[config.mk]
export PLATFORM = sky130hd
export DESIGN_NAME = hack_input_ctrl
export DESIGN_NICKNAME = d
export VERILOG_FILES = /design/src/rtl/hack_input_ctrl.sv
export SDC_FILE = /design/constraint.sdc
export NUM_CORES = 1
export LEC_CHECK = 0
export BUFFER_PORTS_ARGS = -buffer_cell sky130_fd_sc_hd__buf_4
export CAP_MARGIN = 20
export CORE_AREA = 2 2 125 127
export CTS_BUF_LIST = sky130_fd_sc_hd__clkbuf_8 sky130_fd_sc_hd__clkbuf_16
export DETAILED_ROUTE_END_ITERATION = 7
export DIE_AREA = 0 0 127 129
export HOLD_SLACK_MARGIN = 0.15
export SLEW_MARGIN = 20
export SYNTH_ARGS = -nofsm -noshare
export SYNTH_HDL_FRONTEND = slang
export SYNTH_SLANG_ARGS = --single-unit
[constraint.sdc]
create_clock -name clk -period 5.45 [get_ports clk]
set_clock_uncertainty 0.1 [all_clocks]
set_input_delay 0.2725 -clock clk [delete_from_list [all_inputs] [get_ports clk]]
set_output_delay 0.2725 -clock clk [all_outputs]
set_load 0.02 [all_outputs]
[src/rtl/hack_input_ctrl.sv]
// hack_input_ctrl
// Input conditioner and memory-mapped input register file for the Hack PC.
// Button pins and the switch bank pass through two-stage synchronisers.
// Each button channel is debounced, and its press/release edges are latched
// into sticky write-1-to-clear registers. An optional per-channel auto-repeat
// machine raises extra press events while a button stays held.
// The read port is combinational from registers, so the CPU's inM path sees
// the selected register in the same cycle that it selects it.

module hack_input_ctrl #(
  parameter int N_CH         = 5,
  parameter int SW_W         = 16,
  parameter int DB_CYCLES    = 125000,
  parameter int REPEAT_EN    = 0,
  parameter int REPEAT_DELAY = 6250000,
  parameter int REPEAT_RATE  = 1250000
) (
  input  logic            clk,
  input  logic            reset,
  input  logic [N_CH-1:0] btn_raw,
  input  logic [SW_W-1:0] sw_raw,
  input  logic [1:0]      reg_sel,
  input  logic            wr_en,
  input  logic [15:0]     wr_data,
  output logic [15:0]     rd_data
);

  // Debounce counter only needs to reach DB_CYCLES-1 (DB_CYCLES >= 2).
  localparam int CNT_W = $clog2(DB_CYCLES);
  localparam logic [CNT_W-1:0] CNT_LAST = CNT_W'(DB_CYCLES - 1);

  // The repeat counter is shared by the DELAY and REPEAT phases, so it is
  // sized for the larger of the two terminal counts.
  localparam int RC_MAX = (REPEAT_DELAY > REPEAT_RATE) ? REPEAT_DELAY : REPEAT_RATE;
  localparam int RC_W   = (RC_MAX > 1) ? $clog2(RC_MAX) : 1;
  localparam logic [RC_W-1:0] RC_DLY_LAST  = RC_W'(REPEAT_DELAY - 1);
  localparam logic [RC_W-1:0] RC_RATE_LAST = RC_W'(REPEAT_RATE - 1);

  // Register-select encodings seen on the bridge.
  localparam logic [1:0] SEL_LEVEL   = 2'd0;
  localparam logic [1:0] SEL_PRESS   = 2'd1;
  localparam logic [1:0] SEL_RELEASE = 2'd2;
  localparam logic [1:0] SEL_SWITCH  = 2'd3;

  typedef enum logic [1:0] {
    RPT_IDLE   = 2'd0,
    RPT_DELAY  = 2'd1,
    RPT_REPEAT = 2'd2
  } rpt_state_e;

  // Synchroniser stages.
  logic [N_CH-1:0] btn_s1_q;
  logic [N_CH-1:0] btn_s2_q;
  logic [SW_W-1:0] sw_s1_q;
  logic [SW_W-1:0] sw_s2_q;

  // Debounce state.
  logic [N_CH-1:0]  level_q;
  logic [N_CH-1:0]  level_d;
  logic [CNT_W-1:0] cnt_q [N_CH];
  logic [CNT_W-1:0] cnt_d [N_CH];

  // Level edges, valid on the edge where level_q takes level_d.
  logic [N_CH-1:0] rise_s;
  logic [N_CH-1:0] fall_s;

  // Auto-repeat state.
  rpt_state_e      rpt_q [N_CH];
  rpt_state_e      rpt_d [N_CH];
  logic [RC_W-1:0] rc_q  [N_CH];
  logic [RC_W-1:0] rc_d  [N_CH];
  logic [N_CH-1:0] rpt_set_s;

  // Sticky event registers.
  logic [N_CH-1:0] press_q;
  logic [N_CH-1:0] press_d;
  logic [N_CH-1:0] release_q;
  logic [N_CH-1:0] release_d;
  logic [N_CH-1:0] press_clr_s;
  logic [N_CH-1:0] release_clr_s;

  // Only the low N_CH bits of the write data reach a register.
  logic wr_data_unused_s;
  assign wr_data_unused_s = ^wr_data;

  // Two flip-flop synchronisers for buttons and switches.
  always_ff @(posedge clk) begin
    if (reset) begin
      btn_s1_q <= '0;
      btn_s2_q <= '0;
      sw_s1_q  <= '0;
      sw_s2_q  <= '0;
    end else begin
      btn_s1_q <= btn_raw;
      btn_s2_q <= btn_s1_q;
      sw_s1_q  <= sw_raw;
      sw_s2_q  <= sw_s1_q;
    end
  end

  // Debounce: a new level is accepted only after DB_CYCLES consecutive
  // disagreeing samples; one agreeing sample restarts the count.
  always_comb begin
    level_d = level_q;
    for (int i = 0; i < N_CH; i++) begin
      cnt_d[i] = cnt_q[i];
      if (btn_s2_q[i] == level_q[i]) begin
        cnt_d[i] = '0;
      end else if (cnt_q[i] == CNT_LAST) begin
        level_d[i] = btn_s2_q[i];
        cnt_d[i]   = '0;
      end else begin
        cnt_d[i] = cnt_q[i] + CNT_W'(1);
      end
    end
  end

  // Edge detection on the accepted level.
  always_comb begin
    rise_s = level_d & ~level_q;
    fall_s = ~level_d & level_q;
  end

  // Debounce state registers.
  always_ff @(posedge clk) begin
    if (reset) begin
      level_q <= '0;
      for (int i = 0; i < N_CH; i++) begin
        cnt_q[i] <= '0;
      end
    end else begin
      level_q <= level_d;
      for (int i = 0; i < N_CH; i++) begin
        cnt_q[i] <= cnt_d[i];
      end
    end
  end

  // Auto-repeat next state: a long DELAY after the press, then a press event
  // every REPEAT_RATE cycles. A falling level always returns to IDLE. With
  // repeat disabled the machine is held in IDLE and never raises an event.
  always_comb begin
    rpt_set_s = '0;
    for (int i = 0; i < N_CH; i++) begin
      rpt_d[i] = rpt_q[i];
      rc_d[i]  = rc_q[i];
      if (REPEAT_EN == 0) begin
        rpt_d[i] = RPT_IDLE;
        rc_d[i]  = '0;
      end else if (fall_s[i]) begin
        rpt_d[i] = RPT_IDLE;
        rc_d[i]  = '0;
      end else begin
        case (rpt_q[i])
          RPT_IDLE: begin
            rc_d[i] = '0;
            if (rise_s[i]) begin
              rpt_d[i] = RPT_DELAY;
            end else begin
              rpt_d[i] = RPT_IDLE;
            end
          end
          RPT_DELAY: begin
            if (rc_q[i] == RC_DLY_LAST) begin
              rpt_set_s[i] = 1'b1;
              rpt_d[i]     = RPT_REPEAT;
              rc_d[i]      = '0;
            end else begin
              rc_d[i] = rc_q[i] + RC_W'(1);
            end
          end
          RPT_REPEAT: begin
            if (rc_q[i] == RC_RATE_LAST) begin
              rpt_set_s[i] = 1'b1;
              rc_d[i]      = '0;
            end else begin
              rc_d[i] = rc_q[i] + RC_W'(1);
            end
          end
          default: begin
            rpt_d[i] = RPT_IDLE;
            rc_d[i]  = '0;
          end
        endcase
      end
    end
  end

  // Auto-repeat state registers.
  always_ff @(posedge clk) begin
    if (reset) begin
      for (int i = 0; i < N_CH; i++) begin
        rpt_q[i] <= RPT_IDLE;
        rc_q[i]  <= '0;
      end
    end else begin
      for (int i = 0; i < N_CH; i++) begin
        rpt_q[i] <= rpt_d[i];
        rc_q[i]  <= rc_d[i];
      end
    end
  end

  // Write-1-to-clear masks decoded from the bridge strobe.
  always_comb begin
    press_clr_s   = '0;
    release_clr_s = '0;
    if (wr_en && (reg_sel == SEL_PRESS)) begin
      press_clr_s = wr_data[N_CH-1:0];
    end else if (wr_en && (reg_sel == SEL_RELEASE)) begin
      release_clr_s = wr_data[N_CH-1:0];
    end else begin
      press_clr_s   = '0;
      release_clr_s = '0;
    end
  end

  // Sticky event update: the set term is OR-ed in after the clear so a
  // coincident set wins over a clear of the same bit.
  always_comb begin
    press_d   = (press_q & ~press_clr_s) | rise_s | rpt_set_s;
    release_d = (release_q & ~release_clr_s) | fall_s;
  end

  // Sticky event registers.
  always_ff @(posedge clk) begin
    if (reset) begin
      press_q   <= '0;
      release_q <= '0;
    end else begin
      press_q   <= press_d;
      release_q <= release_d;
    end
  end

  // Combinational read mux; unimplemented upper bits read as zero.
  always_comb begin
    rd_data = 16'h0000;
    case (reg_sel)
      SEL_LEVEL:   rd_data[N_CH-1:0] = level_q;
      SEL_PRESS:   rd_data[N_CH-1:0] = press_q;
      SEL_RELEASE: rd_data[N_CH-1:0] = release_q;
      SEL_SWITCH:  rd_data[SW_W-1:0] = sw_s2_q;
      default:     rd_data = 16'h0000;
    endcase
  end

endmodule

# [Yosys cells after proc, flatten, opt, wreduce, memory -nomap -nowiden]
# Memories as Yosys holds them, arrays and structs flattened.
# Index checks and enable logic that the tools add are counted.
[word_totals] elab_cells=77 reg_bits=57 ram_bits=85 memories=1 in_bits=42 out_inout_bits=16
[op_classes] bitwise=15 n_eq_ne=13 reduce_logical=3 n_addsub=5 mux=33
[mem_list] name="cnt_q" words=5 width=17 read_ports=5 rd_clocked_by_memory_dff=0 wr=5 line="60" rtl="logic [CNT_W-1:0] cnt_q [N_CH];"
[ops] operator="17-bit two-way mux" count=15
[ops] operator="17-bit by 1-bit adder with 17-bit output (second input constant)" count=5
[ops] operator="17-bit == test (second input constant)" count=5
[ops] operator="5-bit AND" count=4
[ops] operator="5-bit NOT" count=4
[ops] operator="5-bit case mux with 4 select lines" count=1
[ops] operator="5-bit two-way mux" count=3
[ops] operator="1-bit two-way mux" count=13
[ops] operator="11-bit two-way mux" count=1
[ops] operator="5-bit bitwise OR" count=2
[ops] operator="1-bit == test" count=5
[ops] operator="1-bit bitwise OR" count=5
[ops] operator="2-bit == test (second input constant)" count=2
[ops] operator="2-bit by 1-bit == test with 1-bit output (second input constant)" count=1
[ops] operator="1-bit logical AND" count=2
[ops] operator="2-bit zero test" count=1

# [Depth between registers and ports, before layout]
# Gate-level depths: netlist of the first run.
[depth] word_depth=7 depth_mapped=7 mapped_depth_nobuf=5

# [Worst setup path before layout of the first run]
# OpenSTA, ideal clock, no wires.
[synth_path] kind="register to register" start="mem cnt_q[0][59] (netlist name)" end="mem cnt_q[0][59] (netlist name)" period_less_slack_ns=2.004 n_path_buf=1 slack_ns=3.446 setup_ns=0.115 arrival_ns=1.789 path_stages_with_launch=6 t_required_ns=5.235 path_cell_list="dfxtp_1 -> or4_4 -> or4b_4 -> o21ai_4 -> buf_6 -> nor2_1"
[synth_lines] element="start: declaration" line="60"

==> impl_metrics.tcl, run 1 <==
set metrics [dict create \
    cts_tree "done" \
    syn_area_per_cell_um2 9.330 \
    nets 740 \
    io_buffers 46 \
    async_reset_ff_share_pct 0 \
    r2r-start "cnt_q[0][27]" \
    clock_path_buffers 2 \
    synthFlopType "dfxtp_1" \
    grt_pass1_vias 4174 \
    utilization_pct 47.68 \
    coreArea_um2 14980 \
    crit_chain "or4b_2 > nor4_4 > or3_1 > nor2_1" \
    synth_fa_ha_area_share_pct 1.068 \
    synthesis.nets 675 \
    worstReg2RegEnd "cnt_q[0][32]" \
    worst_hold_path.endpoint "level_q[2]" \
    vias_per_cell 4.963 \
    synth-xor-area-share_pct 11.66 \
    yosys.area_share.simple_pct 30.13 \
    ys_warn_count 0 \
    critPathCaptureType "flop" \
    cts_resized 0 \
    syn_area_um2 5859 \
    ant_nets 0 \
    setup_slack_ns 3.176 \
    pre_cts_slack_ns 3.081 \
    ys_seq_elements 142 \
    clk_latency_ns 0.42 \
    timing.final.crit_share_pct 41.72 \
    antenna_found_initial 0 \
    crit_cells 4 \
    drive_above_1_share_pct 13.17 \
    grt_max_degree 66 \
    synth_edf_count 0 \
    vias 4437 \
    startpoint_type "flop" \
    worstMarginPinSlew_ns 0.6992 \
    wl_per_cell_um 12.79 \
    synth_area_leaders "dfxtp_1 (49%), xnor2_1 (7.8%), nor2_1 (6.1%), nor2b_1 (4.7%), xor2_1 (3.9%)" \
    initial_core_util_pct 39.12 \
    die_h_um 129 \
    firstDrtPassIters 4 \
    num_antenna_cells 0 \
    placedInstanceArea_um2 6312 \
    crit_type "reg2reg" \
    power.density_nw_per_um2 311.2 \
    h-tree-depth 4 \
    r2r_setup_slack_ns 3.18 \
    netlist_instances 628 \
    globalRouteOverflowTotal 0 \
    arrival_ns 2.46 \
    max_freq_mhz 439.8 \
    yosys.area.top_type "dfxtp_1" \
    finalHoldViolCount 0 \
    min_from "reset" \
    crit_fanout 17 \
    final-max-slew-violation-count 0 \
    critPathBufInv 0 \
    worstHoldPathCells 2 \
    cts.sinks 142 \
    clkSlewWorstSetupHoldPaths_ns 0.06 \
    critPathMaxStageDelay_ns 0.71 \
    die_x_um 127 \
    crit_family "simple AND/OR/NAND/NOR gates" \
    core.rowCount 45 \
    required_ns 5.63 \
    synth-compound-area-share_pct 3.032 \
    synth_cell_type_count 43 \
    nFillCells 1437 \
    synth_common_cells "dfxtp_1 (142), nor2_1 (95), xnor2_1 (52), nor2b_1 (44), nand3_1 (32)" \
    routed_wl_um 11440 \
    synth_top_family_by_area "simple AND/OR/NAND/NOR gates" \
    fin_crit_ns 2.274 \
    p_leak_nw 2.447 \
    area_growth_pct 21.87 \
    ys_seq_area_share_pct 48.52 \
    dieArea_um2 16380 \
    rsz0062_at_grt "no" \
    cts_buffers 17 \
    r2r_cells 4 \
    route.detailed.drc 0 \
    slew_headroom_pct 53.38 \
    cap_violations 0 \
    synth.most_common_cell "dfxtp_1" \
    io_pins 58 \
    clock-root-buffer "clkbuf_16" \
    outcome "finished, final reports clean" \
    synth_mux_area_share_pct 2.264 \
    drtIter0Drc 264 \
    grtUsageTotal_pct 14.92 \
    dp_hpwl_um 7608 \
    vdd_ir_drop_max_mv 0.2074 \
    grt_pass1_wl_um 19530 \
    synth_top_area_share_pct 48.52 \
    gp_congestion 0.8539 \
    design_area_um2 7141 \
    worst_path_max_delay_cell "or4b_2" \
    hold_class "in2reg" \
    setup_viol 0 \
    finalSetupTns_ns 0 \
]
routing by layer:
layer / wire length (um) / part of all wire, % / track usage (%) / vias up
met5: 0 / 0 / 0 / -
li1: - / - / - / 2281
met2: 5264 / 46 / 24.00 / 45
met1: 5557 / 49 / 18.76 / 2092
met3: 408 / 3.6 / 4.948 / 19
met4: 208 / 1.8 / 5.559 / 0
cell usage in the layout, fill, tap and decap left out, types with 7 or more instances in the layout:
cell type / count
dfxtp_1: 142
nor2_1: 95
xnor2_1: 52
buf_4: 46
nor2b_1: 44
nand3_1: 32
nand4_1: 28
xor2_1: 26
nor4_1: 26
dlygate4sd3_1: 26
and3_1: 21
inv_1: 21
nand2_1: 18
clkbuf_16: 17
o21ai_0: 15
a21oi_1: 12
nor3_1: 11
nand3b_1: 7
sequential cells by signal, indices dropped and copies added (netlist names):
signal	cells
sw_s1_q	16
btn_s1_q	5
sw_s2_q	16
level_q	5
btn_s2_q	5
cnt_q	85
press_q	5
release_q	5
per-stage QoR:
| step | power (mW) | instances | hold WS [ns] |
|---|---|---|---|
| detailed placement | 1.141 | 836 | 0.3212 |
| CTS | 2.253 | 894 | 0.2533 |
| finish | 2.222 | 894 | 0.2570 |
| global route | 2.309 | 894 | 0.2876 |
| global placement | 1.140 | 836 | 0.3193 |
| floorplan | 1.115 | 628 | 0.3007 |
layout make-up:
class / count / area (um2) / share of cell area [%]
repair buffers: 72 / 605.6 / 8.481
flip-flops and latches: 142 / 2843 / 39.81
clock inverters: 12 / 97.59 / 1.367
well taps: 188 / 235.2 / 3.294
multi-input cells: 442 / 2825 / 39.57
inverters: 18 / 67.56 / 0.9462
clock buffers: 20 / 466.7 / 6.536
power by group:
group	internal (mW)	total [mW]	switching, mW
Combinational	0.0413	0.0736	0.0322
Clock	0.657	1.09	0.432
Sequential	1.05	1.06	0.00523
logic make-up after synthesis:
logic type,count (synthesis)
fa+ha+maj,5
compound gates,32
buf+inv,44
simple gates,320
mux,7
flops,142
xor+xnor,78
worst max-delay path by stage:
stage                   end         start
2_1_floorplan  cnt_q[0][59]  cnt_q[0][59]
3_3_place_gp   cnt_q[0][47]  cnt_q[0][34]
3_5_place_dp   cnt_q[0][81]  cnt_q[0][68]
4_1_cts        cnt_q[0][73]  cnt_q[0][68]
5_1_grt        cnt_q[0][42]  cnt_q[0][34]
6_report       cnt_q[0][32]  cnt_q[0][27]
what timing repair did:
item	4_1_cts	5_1_grt
hold endpoints to repair	29	0
setup buffers	0	0
hold buffers	26	0
Power figures use the tool's default switching activity.
==> run 2: changes to the inputs <==
Clock period 5.45 ns to 1.8 ns, I/O delays scaled along.
==> run 2 against run 1 <==
The flow now finishes with violations (setup timing). Clock-buffer cell count down 2. Fmax up 15%. Sequential cell count unchanged. Design area up 11%. Via count up 6.2%. Clock power rose to 3.3 times the previous value.
==> impl_metrics.tcl, run 2 (synthesized netlist as in run 1, its figures left out) <==
set metrics [dict create \
    outcome "finished, violations left" \
    violations "setup timing" \
    nets 802 \
    clkPwrFrac_pct 50.9 \
    layout_commonest_cell "dfxtp_1" \
    firstDrtPassIters 5 \
    r2r-start "cnt_q[0][60]" \
    max_freq_mhz 506.7 \
    clk_latency_ns 0.42 \
    p_int_mw 5.676 \
    crit_chain "or4_4 > or4b_4 > o21ai_4 > buf_12 > nor2_1" \
    timing.final.crit_share_pct 109.6 \
    dp_hpwl_um 8303 \
    route.detailed.drc 0 \
    r2r_setup_slack_ns -0.17 \
    setup_viol 35 \
    coreArea_um2 14980 \
    wl_per_cell_um 12.91 \
    clock-root-buffer "clkbuf_16" \
    clkSlewWorstSetupHoldPaths_ns 0.06 \
    critPathCaptureType "flop" \
    rsz0062_at_grt "yes" \
    p_leak_nw 2.830 \
    slew_headroom_pct 74.92 \
    cts_buffers 17 \
    dpl.cell_count 882 \
    crit_type "reg2reg" \
    final-max-slew-violation-count 0 \
    routed_wl_um 12300 \
    grt_pass1_vias 4583 \
    worstMarginPinSlew_ns 0.3762 \
    crit_cells 5 \
    area_growth_pct 34.89 \
    clock_path_buffers 2 \
    h-tree-depth 4 \
    fin_crit_ns 1.974 \
    arrival_ns 2.18 \
    power.density_nw_per_um2 895.6 \
    vias_per_cell 4.945 \
    initial_core_util_pct 39.12 \
    grtUsageTotal_pct 16.04 \
    vdd_ir_drop_max_mv 0.6765 \
    required_ns 2.00 \
    setup_slack_ns -0.1736 \
    final_cell_mix "dfxtp_1 (134), buf_4 (89), nor2_1 (85)" \
    critPathLaunch "cnt_q[0][60]" \
    p_sw_share_pct 19.81 \
    core.rowCount 45 \
    largest_register "cnt_q" \
    endpoint "cnt_q[0][67]" \
    critPathMaxStageDelay_ns 0.53 \
    top_regs "cnt_q x85, sw_s1_q x16, sw_s2_q x16" \
    gp_congestion 0.7587 \
    seq_power_share_pct 45.3 \
    critPathBufInv 1 \
    die_x_um 127 \
    placedInstanceArea_um2 6761 \
    globalRouteOverflowTotal 0 \
    dieArea_um2 16380 \
    startpoint_type "flop" \
    cts.sinks 142 \
    die_h_um 129 \
    vias 4713 \
    grt_max_degree 40 \
    antenna_found_initial 0 \
    crit_fanout 17 \
    pre_cts_slack_ns -0.1677 \
    largest_reg_flops 85 \
    finalSetupTns_ns -4.070 \
    worstReg2RegEnd "cnt_q[0][67]" \
    num_antenna_cells 0 \
    ant_nets 0 \
    p_switching_mw 1.402 \
    grt_pass1_wl_um 21070 \
    r2r_cells 5 \
    drive_above_1_share_pct 22.09 \
    crit_family "simple AND/OR/NAND/NOR gates" \
    io_pins 58 \
    combPwrFrac_pct 3.8 \
    nFillCells 1331 \
    cap_violations 0 \
    worst_path_max_delay_cell "or4_4" \
    finalHoldViolCount 0 \
    drtIter0Drc 238 \
    io_buffers 46 \
    design_area_um2 7904 \
    hold_class "in2reg" \
    stdcell_count 953 \
    cts_tree "done" \
]
run 2: cell count changes in the layout (fill, tap and decap cells not counted), moves of 4 or more:
cell | previous run | this run
buf_4 | 46 | 89
dlygate4sd3_1 | 26 | 39
nor2_1 | 95 | 85
dfxtp_1 | 142 | 134
dfxtp_2 | 0 | 8
nor2_4 | 0 | 6
buf_12 | 0 | 5
nor2_2 | 0 | 4
run 2: area by class of cell:
cell class	instances	area, um2	share of cell area [%]
multi-input cells	442	2960	37.45
flip-flops and latches	142	2853	36.09
clock inverters	11	165.2	2.090
inverters	18	67.56	0.8548
clock buffers	18	439.2	5.556
well taps	188	235.2	2.976
repair buffers	134	1184	14.98
run 2: metrics by stage:
stage | total power [mW] | hold WS [ns] | utilization, %
after floorplan | 3.378 | 0.1182 | -
after global placement | 3.466 | 0.2077 | 45.15
after detailed placement | 3.471 | 0.2080 | 45.15
after CTS | 7.156 | 0.2353 | 52.08
after global routing | 7.321 | 0.2570 | 52.77
final | 7.079 | 0.2447 | 52.77
run 2: timing repair:
item	4_1_cts	5_1_grt
gates resized for setup	5	27
gates cloned	1	0
pin swaps	7	6
buffers inserted	1	1
hold buffers	39	0
setup endpoints to repair	35	70
endpoints found under the hold margin	44	0
run 2: how the worst min path moves through the flow:
stage,end,cells past startpoint,from,slack [ns]
final,release_q[1],4,reg_sel[1],0.24
after detailed placement,sw_s1_q[8],2,sw_raw[8],0.21
after global routing,press_q[3],4,reg_sel[0],0.26
after global placement,sw_s1_q[7],2,sw_raw[7],0.21
after floorplan,btn_s1_q[0],1,btn_raw[0],0.12
after CTS,press_q[3],4,reg_sel[0],0.24
run 2: power groups by stage:
| stage | sequential [mW] | combinational, mW | clock [mW] |
|---|---|---|---|
| final | 3.21 | 0.267 | 3.61 |
| after global routing | 3.21 | 0.289 | 3.82 |
| after CTS | 3.21 | 0.264 | 3.69 |
| after detailed placement | 3.27 | 0.197 | 0 |
| after global placement | 3.27 | 0.194 | 0 |
| after floorplan | 3.27 | 0.108 | 0 |
run 2: worst min-delay path, cell delays in order:
cell      delay [ns]
buf_4           0.18
nand3b_1        0.21
o21ai_0         0.10
a21oi_1         0.12
run 2: layer usage:
metal / global-route usage (%) / vias to the layer above / routed length [um]
met5: 0 / - / 0
met2: 26.76 / 69 / 5946
met4: 6.464 / 0 / 219
met1: 19.60 / 2217 / 5742
met3: 4.699 / 13 / 391
li1: - / 2414 / -
